[config.mk]
export PLATFORM = sky130hd
export DESIGN_NAME = light_return
export DESIGN_NICKNAME = d
export VERILOG_FILES = /design/src/rtl/light_return.sv
export SDC_FILE = /design/constraint.sdc
export NUM_CORES = 1
export LEC_CHECK = 0
export CORE_MARGIN = 3
export CORE_UTILIZATION = 50
export CTS_CLUSTER_DIAMETER = 40
export CTS_CLUSTER_SIZE = 10
export DETAILED_ROUTE_END_ITERATION = 8
export PLACE_DENSITY = 0.87
export REMOVE_ABC_BUFFERS = 1
export SETUP_SLACK_MARGIN = 0.02
export SYNTH_ARGS = -nofsm -noshare
export SYNTH_HDL_FRONTEND = slang
export SYNTH_SLANG_ARGS = --single-unit
[constraint.sdc]
create_clock -name Clock -period 2.9 [get_ports Clock]
set_clock_uncertainty 0.15 [all_clocks]
set_input_delay 0.58 -clock Clock [delete_from_list [all_inputs] [get_ports Clock]]
set_output_delay 0.58 -clock Clock [all_outputs]
set_load 0.02 [all_outputs]
[src/rtl/light_return.sv]
// Far-end responder of the light-passing chain: opens a timed hit window when
// the light arrives and returns it on a timely key press, scoring hits and misses.
module light_return #(
    parameter int WINDOW = 4,
    parameter int CNT_W  = 3
) (
    input  logic             Clock,
    input  logic             Reset,
    input  logic             arrive,
    input  logic             key,
    output logic             ret,
    output logic             window_led,
    output logic [CNT_W-1:0] hits,
    output logic [CNT_W-1:0] misses,
    output logic             done,
    output logic [1:0]       dbg_state
);

    localparam int TW = $clog2(WINDOW) + 1;
    localparam logic [CNT_W-1:0] CNT_MAX = '1;

    typedef enum logic [1:0] {
        S_IDLE   = 2'd0,
        S_WINDOW = 2'd1,
        S_DONE   = 2'd2
    } state_t;

    state_t           state, state_nx;
    logic [TW-1:0]    timer, timer_nx;
    logic             key_d;
    logic             press, hit, miss;
    logic [CNT_W-1:0] hits_nx, misses_nx;
    logic             ret_nx, window_led_nx, done_nx;

    // key_d resets high so a key held through Reset never looks like a fresh press.
    always_ff @(posedge Clock) begin
        if (Reset) begin
            state      <= S_IDLE;
            timer      <= '0;
            key_d      <= 1'b1;
            hits       <= '0;
            misses     <= '0;
            ret        <= 1'b0;
            window_led <= 1'b0;
            done       <= 1'b0;
        end else begin
            state      <= state_nx;
            timer      <= timer_nx;
            key_d      <= key;
            hits       <= hits_nx;
            misses     <= misses_nx;
            ret        <= ret_nx;
            window_led <= window_led_nx;
            done       <= done_nx;
        end
    end

    always_comb begin
        press     = key & ~key_d;
        hit       = (state == S_WINDOW) && press;
        miss      = (state == S_WINDOW) && !press && (timer == '0);
        hits_nx   = hits;
        misses_nx = misses;
        timer_nx  = timer;
        state_nx  = state;
        if (hit)  hits_nx   = hits + CNT_W'(1);
        if (miss) misses_nx = misses + CNT_W'(1);
        case (state)
            S_IDLE: begin
                if (arrive) begin
                    state_nx = S_WINDOW;
                    timer_nx = TW'(WINDOW - 1);
                end
            end
            S_WINDOW: begin
                // A press on the last window cycle still wins over expiry.
                if (hit || miss) begin
                    if (hits_nx == CNT_MAX || misses_nx == CNT_MAX)
                        state_nx = S_DONE;
                    else
                        state_nx = S_IDLE;
                end else begin
                    timer_nx = timer - TW'(1);
                end
            end
            S_DONE:  state_nx = S_DONE;
            default: state_nx = S_IDLE;
        endcase
    end

    always_comb begin
        ret_nx        = hit;
        window_led_nx = (state_nx == S_WINDOW);
        done_nx       = (state_nx == S_DONE);
        dbg_state     = state;
    end

endmodule
==> results of run 1 <==
## synth_stat cells, types with 2 or more instances
cell / instances
nand3_1: 2
a211oi_1: 2
inv_1: 4
nor3_1: 5
nand2_1: 3
mux2i_1: 2
xnor2_1: 2
o31ai_1: 2
nor2_1: 9
nand2b_1: 3
clkbuf_1: 2
dfxtp_1: 15
o21ai_0: 2
ha_1: 4
nor2b_1: 2
xor2_1: 4
## through the flow
step           util (%)  cells  hold slack, ps  instance area, sq um  power, W
2_1_floorplan         -     70             282                   662  0.000263
3_3_place_gp       69.1     98             303                   820  0.000285
3_5_place_dp       69.1     98             306                   820  0.000287
4_1_cts            71.4    102             326                   847  0.000402
5_1_grt            71.4    102             342                   847  0.000421
6_report           71.4    102             323                   847  0.000403
## power by group through the flow
stage / Combinational (W) / Sequential, W / Clock (W)
final: 0.0000593 / 0.000223 / 0.000120
after CTS: 0.0000594 / 0.000223 / 0.000120
after floorplan: 0.0000313 / 0.000232 / 0
after detailed placement: 0.0000590 / 0.000228 / 0
after global routing: 0.0000658 / 0.000225 / 0.000130
after global placement: 0.0000573 / 0.000227 / 0
## cell type report
type / instances / area [sq um] / share of cell area, %
Sequential cell: 15 / 300 / 35.5
Multi-Input combinational cell: 51 / 347 / 40.9
Inverter: 4 / 15.0 / 1.77
Tap cell: 14 / 17.5 / 2.07
Clock buffer: 3 / 22.5 / 2.66
Timing Repair Buffer: 14 / 140 / 16.5
Clock inverter: 1 / 5.00 / 0.591
## critical path: stages
cell and delay (ps):
clkdlybuf4s50_1 430, and4bb_1 300, or3b_1 400, a21oi_2 240, nor2_1 70, a211oi_1 190
## kinds of logic (layout without fill, tap and decap cells)
group / Yosys count / count (layout) / share of synthesized area [%]
and+or+nand+nor: 30 / 30 / 24.1
buffers and inverters: 7 / 22 / 4.96
xor gates and xnor gates: 6 / 6 / 7.72
muxes: 2 / 2 / 2.94
adders and majority gates: 4 / 4 / 7.35
DFF: 15 / 15 / 44.1
AOI/OAI and AO/OA: 9 / 9 / 8.82
## metal layers
metal	up-vias	wire, um	global-route usage, %	part of all wire, %
met5	-	0	0	0
met3	0	100	3.81	7.7
met4	0	0	1.86	0
li1	277	-	-	-
met1	243	645	19.1	50
met2	23	552	22.5	43
## worst max-delay path by stage
stage,from,to,slack [ps]
after CTS,key,timer[1],740
after floorplan,key,timer[0],1020
final,key,timer[0],740
after global routing,key,timer[1],600
after detailed placement,key,timer[0],440
after global placement,key,timer[1],510
## state kept, by name, indices dropped and copies added, names as in the netlist
register and count:
misses 3, timer 3, key_d 1, dbg_state 2, hits 3, done 1
window_led 1, ret 1
==> metrics.md, run 1 <==
| Metric | Value |
|---|---|
| RSZ-0062 raised after global routing | no |
| Gr usage total | around 14% |
| Seq pwr share | ~55% |
| Max_slew headroom | between 60% and 70% |
| Ys flop type | dfxtp_1 |
| Setup Fix Bufs, Post-CTS | 0 |
| Power Density | ~480 nW/um^2 |
| Capturing point of the worst reg2reg path | done |
| Vias in the first global route | 464 |
| Distinct cell type count after synthesis | 26 |
| Diodes inserted | 0 |
| DRT antenna net count | 0 |
| DPL Wire Length | 926 um |
| I/O pin count | 15 |
| Avg Inst Size Synth | a little over 9 sq um |
| Root Driver | clkbuf_4 |
| WHS Endpoint | timer[0] |
| I/O Buffers | 14 |
| Yosys top cell area share | between 40% and 50% |
| Largest net degree at the start of global routing | 18 |
| Core footprint | roughly 1200 sq um |
| Post-Place Worst Slack | about 440 ps |
| 1st-pass router iterations | 4 |
| Crit end category | register |
| Leakage power | around 0.34 nW |
| Hold buffers post-CTS | 0 |
| Post-CTS sizing | 0 |
| Post-synthesis sequential area ratio | roughly 44% |
| CTS H-tree lvls | 1 |
| Area Growth Syn to Fin | 24.4% |
| Initial antenna violation count | 0 |
| Internal power | a little under 0.0003 W |
| Post-route DRC | 0 |
| Clock share of power | between 20% and 30% |
| GP Congestion | about 0.74 |
| Max Freq | between 0.4 and 0.5 GHz |
| Status | finished clean |
| Die area | 1840 sq um |
| Clock slew at reported path FFs | 90 ps |
| Worst R2R Path Depth | 7 |
| Synth Cell Area | a little under 700 sq um |
| Post-route setup slack | about 740 ps |
| Minimum clock period | ~2200 ps |
| Initial cell density of the core | a little under three fifths |
| CTS max path bufs | 2 |
| Final period util | about three quarters |
| HP Class | register to register |
| Die height | about 43 um |
| Hold Path Stages | 1 |
| Syn Inst Count | 73 |
| Startpoint types | input port |
| Final setup TNS | 0 ps |
| Worst vdd ir | 0.349 mV |
| TritonCTS clock tree | built |
| Vias | between 500 and 600 |
| FP Rows | 12 |
| Commonest non-fill, non-tap cell in the layout | dfxtp_1 |
| Maximum net fanout on the critical path | 8 |
| Measured slew at the worst slew-check pin | roughly 570 ps |
| Setup violations, final | 0 |
| Clock sinks | 15 |
| Final wirelength | 1300 um |
| Synth area leader | dfxtp_1 |
| Layout Nets | 97 |
| Fraction of layout cells with a size suffix above 1 | 6.82% |
| Yosys warns | 0 |
| Reg2Reg Setup Slack | 890 ps |
| Most frequent cells in the layout | dfxtp_1, clkdlybuf4s50_1, nor2_1 |
| Global-route wire length before repair | around 2000 um |
| Flops & latches, synth | 15 |
| Synth top area cells | dfxtp_1, ha_1, xor2_1 |
| Setup Crit Path Kind | input port to register |
| DR iter-0 viols | 5 |
| CP arrival | around 2200 ps |
| CTS Buf Count | 3 |
| GRT overflow | 0 |
| Slew Limit Fails | 0 |
| Gate power share | roughly 15% |
| Max-Cap Viols | 0 |
| Skew-Pair Late Insertion Delay | around 280 ps |
| Endpoints failing hold | 0 |
| Die width | approximately 43 um |
| Wire length per cell | 12.7 um |
| HP Start | timer[0] |
| Data required time at the worst endpoint | around 3000 ps |
| Via density | approximately 5.3 |
| FILL cells | around 100 |
| Switch Pwr | 0.000108 W |
| Count of flip-flops with a built-in enable after synthesis | 0 |
| Post-synth ARST share | 0% |
| Critical R2R Launch | timer[0] |
| Sw Ratio | between 20% and 30% |
Power figures use the tool's default switching activity.
==> run 2, diff against run 1 <==
--- a/config.mk
+++ b/config.mk
@@ -6,11 +6,11 @@
 export NUM_CORES = 1
 export LEC_CHECK = 0
 export CORE_MARGIN = 3
-export CORE_UTILIZATION = 50
+export CORE_UTILIZATION = 42
 export CTS_CLUSTER_DIAMETER = 40
 export CTS_CLUSTER_SIZE = 10
 export DETAILED_ROUTE_END_ITERATION = 8
-export PLACE_DENSITY = 0.87
+export PLACE_DENSITY = 0.79
 export REMOVE_ABC_BUFFERS = 1
 export SETUP_SLACK_MARGIN = 0.02
 export SYNTH_ARGS = -nofsm -noshare
==> constraint.sdc (replaced) <==
create_clock -name Clock -period 1.9 [get_ports Clock]
set_clock_uncertainty 0.15 [all_clocks]
set_input_delay 0.38 -clock Clock [delete_from_list [all_inputs] [get_ports Clock]]
set_output_delay 0.38 -clock Clock [all_outputs]
set_load 0.02 [all_outputs]
==> run 2 against run 1 <==
  * Total power is 63% higher
  * Clock power is 50% higher
  * First-iteration DRC count is 80% higher
  * Cell count is 12% higher
  * Via count is 6.8% higher
  * Combinational power is 130% higher
==> metrics.md, run 2 (same netlist as run 1, synthesis figures left out) <==
| Metric | Value |
|---|---|
| Die width | 46.3 um (+7.8%) |
| Vias | 580 (+6.8%) |
| GRT overflow | 0 (unchanged) |
| Power Density | 682 nW/um^2 (+43%) |
| Worst path cell trace | inv_1, ha_1, ha_2, or3b_4, a21oi_4, nor2_2, a211oi_1 |
| HP Class | input port to register |
| Critical path's slowest cell | or3b_4 |
| CTS H-tree lvls | 1 (unchanged) |
| Placed Area | 873 sq um (+6.6%) |
| I/O Buffers | 14 (unchanged) |
| Initial antenna violation count | 0 (unchanged) |
| Diodes inserted | 0 (unchanged) |
| Largest regs | hits x3, misses x3, timer x3 |
| Startpoint types | register |
| Final period util | around 98% |
| Slew Limit Fails | 0 (unchanged) |
| Maximum net fanout on the critical path | 5 (-3) |
| GP Congestion | 0.677 (-8.9%) |
| Reg2Reg Setup Slack | 30 ps (-860 ps) |
| Clock slew at reported path FFs | 90 ps (about the same) |
| RSZ-0062 raised after global routing | yes |
| Placed Instances | 106 (+8.2%) |
| Vias in the first global route | 531 (+14%) |
| Capturing point of the worst reg2reg path | timer[1] |
| Clock sinks | 15 (unchanged) |
| Worst R2R Path Depth | 7 (unchanged) |
| Max_slew headroom | 80.3% (+19 points) |
| Wire length per cell | 12.4 um (-2.7%) |
| CTS max path bufs | 2 (unchanged) |
| HP Start | key |
| Global-route wire length before repair | 2230 um (+9.9%) |
| WHS Endpoint | key_d |
| Commonest non-fill, non-tap cell in the layout | dfxtp_1 |
| DRT antenna net count | 0 (unchanged) |
| Gr usage total | 15.0% (+0.92 points) |
| I/O pin count | 15 (unchanged) |
| Hold Path Stages | 2 (+1) |
| Measured slew at the worst slew-check pin | 293 ps (-279 ps) |
| Post-route DRC | 0 (unchanged) |
| Critical R2R Launch | timer[0] |
| Design area | 963 sq um (+14%) |
| DPL Wire Length | 938 um (+1.3%) |
| Data required time at the worst endpoint | 1930 ps (-1010 ps) |
| Fraction of layout cells with a size suffix above 1 | 23.2% (+16 points) |
| Finished Layout Cells | 114 (+12%) |
| Worst vdd ir | 0.447 mV (+28%) |
| Status | finished clean |
| Minimum clock period | 1870 ps |
| Endpoints failing hold | 0 (unchanged) |
| Root Driver | clkbuf_4 |
| Buf/Inv on CP | 1 (unchanged) |
| Setup Crit Path Kind | register to register |
| Layout Nets | 108 (+11%) |
| FP Rows | 13 (+1) |
| Initial cell density of the core | 48.1% (-9.3 points) |
| Leakage power | 0.464 nW (+36%) |
| Area Growth Syn to Fin | 41.5% |
| Crit path max-delay family | simple AND/OR/NAND/NOR gates |
| 1st-pass router iterations | 4 (unchanged) |
| Skew-Pair Late Insertion Delay | 280 ps (about the same) |
| Die area | 2140 sq um (+16%) |
| Max Freq | 0.536 GHz |
| DR iter-0 viols | 9 (+4) |
| Largest net degree at the start of global routing | 9 (-9) |
| Crit path largest cell delay | 390 ps (-40 ps) |
| Max-Cap Viols | 0 (unchanged) |
| Crit end category | register |
| Via density | 5.09 (-4.4%) |
| CP arrival | 1890 ps (-320 ps) |
| Final wirelength | 1410 um (+8.7%) |
| Most frequent cells in the layout | dfxtp_1, buf_4, nor2_1 |
| Core footprint | 1420 sq um (+19%) |
| CTS Buf Count | 3 (unchanged) |
| Setup violations, final | 0 (unchanged) |
| TritonCTS clock tree | built |
| Die height | 46.3 um (+7.8%) |
-- run 2: cell types whose count changed in the layout (fill, tap and decap cells not counted), sizes merged --
cell / change
clkinv: -1
dlymetal6s2s: +4
buf: +11
clkbuf: +1
dlygate4sd2: +3
clkdlybuf4s50: -7
-- run 2: worst max path at each step --
stage | slack [ps] | start | to | cells after the start
2_1_floorplan | 60 | dbg_state[1] | timer[0] | 5
3_3_place_gp | -180 | key | timer[0] | 6
3_5_place_dp | -250 | key | timer[1] | 6
4_1_cts | 30 | timer[0] | timer[1] | 7
5_1_grt | -70 | timer[0] | timer[1] | 7
6_report | 30 | timer[0] | timer[1] | 7
-- run 2: what timing repair did --
item,CTS,global route
gates resized for setup,7,8
pin swaps,1,5
setup endpoints to repair,5,8
gates cloned,0,0
buffers inserted,1,3
hold buffers,0,0
-- run 2: cell type report --
cell class	instances	area (sq um)
clock buffer	4	26.3
fill	114	452
inverter	4	15.0
multi-input combinational	51	372
sequential	15	303
tap	15	18.8
timing repair buffer	25	229
-- run 2: metal layers --
layer,wire (um),track usage [%],vias to the layer above
met5,0,0,-
met4,12,8.52,0
met3,52,3.91,2
met2,685,23.4,11
met1,661,18.3,264
li1,-,-,303
-- run 2: stage by stage --
step	hold WS (ps)	worst slack, ps	setup TNS [ps]	power [W]	utilization, %
2_1_floorplan	282	59.5	0	0.000402	-
3_3_place_gp	309	-178	-788	0.000450	61.7
3_5_place_dp	314	-245	-1160	0.000453	61.7
4_1_cts	290	27.5	0	0.000640	64.8
5_1_grt	232	-66.0	-69.9	0.000690	68.1
6_report	236	33.8	0	0.000657	68.1
-- run 2: power by group --
group	internal, W	switching, W
clock network	0.0000814	0.0000982
registers	0.000330	0.0000117
logic	0.0000737	0.0000623
total	0.000485	0.000172
-- run 2: worst reg2reg max path, cell delays in order, from the launching register on --
cell and delay (ps):
dfxtp_2 330, inv_1 40, ha_1 190, ha_2 210, or3b_4 390, a21oi_4 190
nor2_2 60, a211oi_1 210
==> run 3, diff against run 2 <==
--- a/config.mk
+++ b/config.mk
@@ -5,12 +5,13 @@
 export SDC_FILE = /design/constraint.sdc
 export NUM_CORES = 1
 export LEC_CHECK = 0
+export ABC_AREA = 1
 export CORE_MARGIN = 3
-export CORE_UTILIZATION = 42
+export CORE_UTILIZATION = 43
 export CTS_CLUSTER_DIAMETER = 40
 export CTS_CLUSTER_SIZE = 10
 export DETAILED_ROUTE_END_ITERATION = 8
-export PLACE_DENSITY = 0.79
+export PLACE_DENSITY = 0.8
 export REMOVE_ABC_BUFFERS = 1
 export SETUP_SLACK_MARGIN = 0.02
 export SYNTH_ARGS = -nofsm -noshare
==> constraint.sdc (replaced) <==
create_clock -name Clock -period 1.9 [get_ports Clock]
set_clock_uncertainty 0.15 [all_clocks]
set_input_delay 0.38 -clock Clock [delete_from_list [all_inputs] [get_ports Clock]]
set_output_delay 0.38 -clock Clock [all_outputs]
set_load 0.01 [all_outputs]
==> run 3 against run 2 <==
  * Cell area down 0.78%
  * Non-clock buffer count decreased by 7
  * Via count increased by 6.9%
  * Combinational power is essentially flat
  * Worst setup slack improved by 77 ps
  * Clock power grew 8%
  * Synthesized cell count is 29% higher
  * Global-route usage decreased by 0.43 points
  * Core utilization shrank 5.4 points
  * First-iteration DRC count shrank 11%
  * Hold slack better by 110 ps
  * Critical endpoint is now hits[0]
  * Largest power group unchanged
  * Highest routed layer unchanged
==> metrics.md, run 3 <==
| Metric | Value |
|---|---|
| Status | finished clean |
| Top-count cell post-synth | nand2_1 |
| 1st-pass router iterations | 4 (unchanged) |
| Vias in the first global route | 565 (+6.4%) |
| Minimum clock period | 1790 ps (-77.3 ps) |
| Clock slew at reported path FFs | 100 ps (about the same) |
| Clock sinks | 15 (unchanged) |
| Yosys warns | 0 (unchanged) |
| Tot Pwr | 0.000679 W (+3.4%) |
| Initial antenna violation count | 0 (unchanged) |
| Diodes inserted | 0 (unchanged) |
| Yosys top cell area share | 42.5% (-1.6 points) |
| Distinct cell type count after synthesis | 17 (-35%) |
| HP Class | register to register |
| DRT antenna net count | 0 (unchanged) |
| Area Growth Syn to Fin | 35.2% |
| Max Freq | 0.559 GHz (+4.3%) |
| Root Driver | clkbuf_4 |
| Most frequent cells in the layout | nand2_1, inv_1, clkdlybuf4s50_1 |
| CTS H-tree lvls | 1 (unchanged) |
| Gr usage total | 14.5% (-0.43 points) |
| Synth top cells by count | nand2_1, dfxtp_1, inv_1, nor2_1, a21oi_1 |
| Final core utilization | 62.7% (-5.4 points) |
| Setup Fix Bufs, Post-CTS | 0 (-1) |
| Layout Nets | 124 (+15%) |
| Post-synthesis sequential area ratio | 42.5% (-1.6 points) |
| Die area | 2170 sq um (+1.3%) |
| Synth top area cells | dfxtp_1, nand2_1, inv_1 |
| Syn Inst Count | 94 (+29%) |
| Via density | 4.73 (-7.0%) |
| Measured slew at the worst slew-check pin | 400 ps (+107 ps) |
| Commonest non-fill, non-tap cell in the layout | nand2_1 |
| Data required time at the worst endpoint | 1370 ps (-560 ps) |
| Vias | 620 (+6.9%) |
| Setup Crit Path Kind | register to output pin |
| Maximum net fanout on the critical path | 4 (-1) |
| Core footprint | 1520 sq um (+7.7%) |
| FP Rows | 14 (+1) |
| CTS max path bufs | 2 (unchanged) |
| FILL cells | 131 (+15%) |
| Endpoints failing hold | 0 (unchanged) |
| Global-route wire length before repair | 2190 um (-1.8%) |
| HP Start | timer[0] |
| Critical R2R Launch | timer[0] |
| Crit path max-delay family | buffers and inverters |
| Worst vdd ir | 0.554 mV (+24%) |
| Largest regs | hits x3, misses x3, timer x3 |
| Worst hold slack | 348 ps (+112 ps) |
| DPL Wire Length | 1000 um (+6.7%) |
| Final period util | 94.2% (-4.1 points) |
| Startpoint types | register |
| CTS Buf Count | 3 (unchanged) |
| Avg Inst Size Synth | 7.52 sq um (-19%) |
| Largest net degree at the start of global routing | 11 (+2) |
| Post-synth ARST share | 0% (unchanged) |
| Post-CTS sizing | 0 (-7) |
| Crit end category | output pin |
| Initial cell density of the core | 46.4% (-1.7 points) |
| GP Congestion | 0.802 (+19%) |
| RSZ-0062 raised after global routing | no |
| Fraction of layout cells with a size suffix above 1 | 21.7% (-1.5 points) |
| Setup violations, final | 0 (unchanged) |
| Max_slew headroom | 73.0% (-7.3 points) |
| Max-Cap Viols | 0 (unchanged) |
| Synth Cell Area | 707 sq um (+3.9%) |
| Critical path's slowest cell | clkdlybuf4s50_1 |
| CP arrival | 1260 ps (-630 ps) |
| Die height | 46.5 um (+0.63%) |
| Leakage power | 0.435 nW (-6.3%) |
| Count of flip-flops with a built-in enable after synthesis | 0 (unchanged) |
| Skew-Pair Late Insertion Delay | 300 ps (+20 ps) |
| Wire length per cell | 9.77 um (-21%) |
| GRT overflow | 0 (unchanged) |
| Synth area leader | dfxtp_1 |
| I/O pin count | 15 (unchanged) |
| Slew Limit Fails | 0 (unchanged) |
| Post-route DRC | 0 (unchanged) |
| Final wirelength | 1280 um (-9.3%) |
| Worst path cell trace | clkdlybuf4s50_1 |
| Crit path from | hits[0] |
| Ys flop type | dfxtp_1 |
| Power Density | 711 nW/um^2 (+4.2%) |
| I/O Buffers | 14 (unchanged) |
| Flops & latches, synth | 15 (unchanged) |
| Buf/Inv on CP | 1 (unchanged) |
| Hold buffers post-CTS | 0 (unchanged) |
| Crit path largest cell delay | 560 ps (+170 ps) |
| DR iter-0 viols | 8 (-1) |
| Die width | 46.5 um (+0.63%) |
| TritonCTS clock tree | built |
[run 3: cell count changes in the layout (fill, tap and decap cells not counted), sizes merged, moves of 4 or more]
cell	before	now
nand2	3	25
inv	4	18
buf	11	4
clkdlybuf4s50	7	14
nor3	5	0
a21oi	2	6
dlymetal6s2s	4	0
o21ai	2	6
xor2	4	0
[run 3: final timing paths]
kind	endpoint	slack, ps	cells after the start
setup reg to reg	timer[2]	200	9
hold reg to reg	timer[0]	350	2
setup / recovery	hits[0]	110	1
hold / removal	timer[0]	350	2
[run 3: cells by family (layout without fill, tap and decap cells)]
group,after synthesis,in the layout,share of synthesized area [%]
buffers and inverters,19,40,10.1
adders and majority gates,4,4,7.08
AOI/OAI and AO/OA,13,13,9.91
and+or+nand+nor,41,41,28.0
DFF,15,15,42.5
xor gates and xnor gates,2,2,2.48
[run 3: per-stage QoR]
step	instances	setup WS, ps	cell area, sq um	TNS, ps
after floorplan	93	354	703	0
after global placement	127	-41.4	893	-71.4
after detailed placement	127	-46.3	893	-87.5
after CTS	131	46.5	923	0
after global routing	131	40.3	956	0
final	131	111	956	0
[run 3: worst min-delay path: cells and delay by family (launching register included)]
family | cells | cell delay, ps
flip-flops | 1 | 310
buffers and inverters | 1 | 80
AO/OA/AOI/OAI | 1 | 70
[run 3: final cells by class]
cell class                 instances  area (sq um)  area share, %
clock buffer                       3          22.5           2.36
multi-input combinational         60           365           38.2
clock inverter                     1          7.51          0.785
timing repair buffer              18           170           17.8
sequential                        15           303           31.7
tap                               16          20.0           2.09
inverter                          18          67.6           7.07
[run 3: routing by layer]
metal	vias to the layer above	track usage (%)	part of all wire (%)	routed length (um)
met5	-	0	0	0
met4	0	8.52	1.8	23
met3	4	3.52	4.5	58
met2	12	23.6	47	601
met1	270	17.0	47	597
li1	334	-	-	-
[run 3: where the power goes]
part | total, W | switching (W) | internal (W) | leakage, nW
clock network | 0.000195 | 0.000115 | 0.0000802 | 0.0139
logic | 0.000139 | 0.0000723 | 0.0000672 | 0.298
registers | 0.000345 | 0.0000117 | 0.000333 | 0.124
total | 0.000679 | 0.000199 | 0.000480 | 0.435
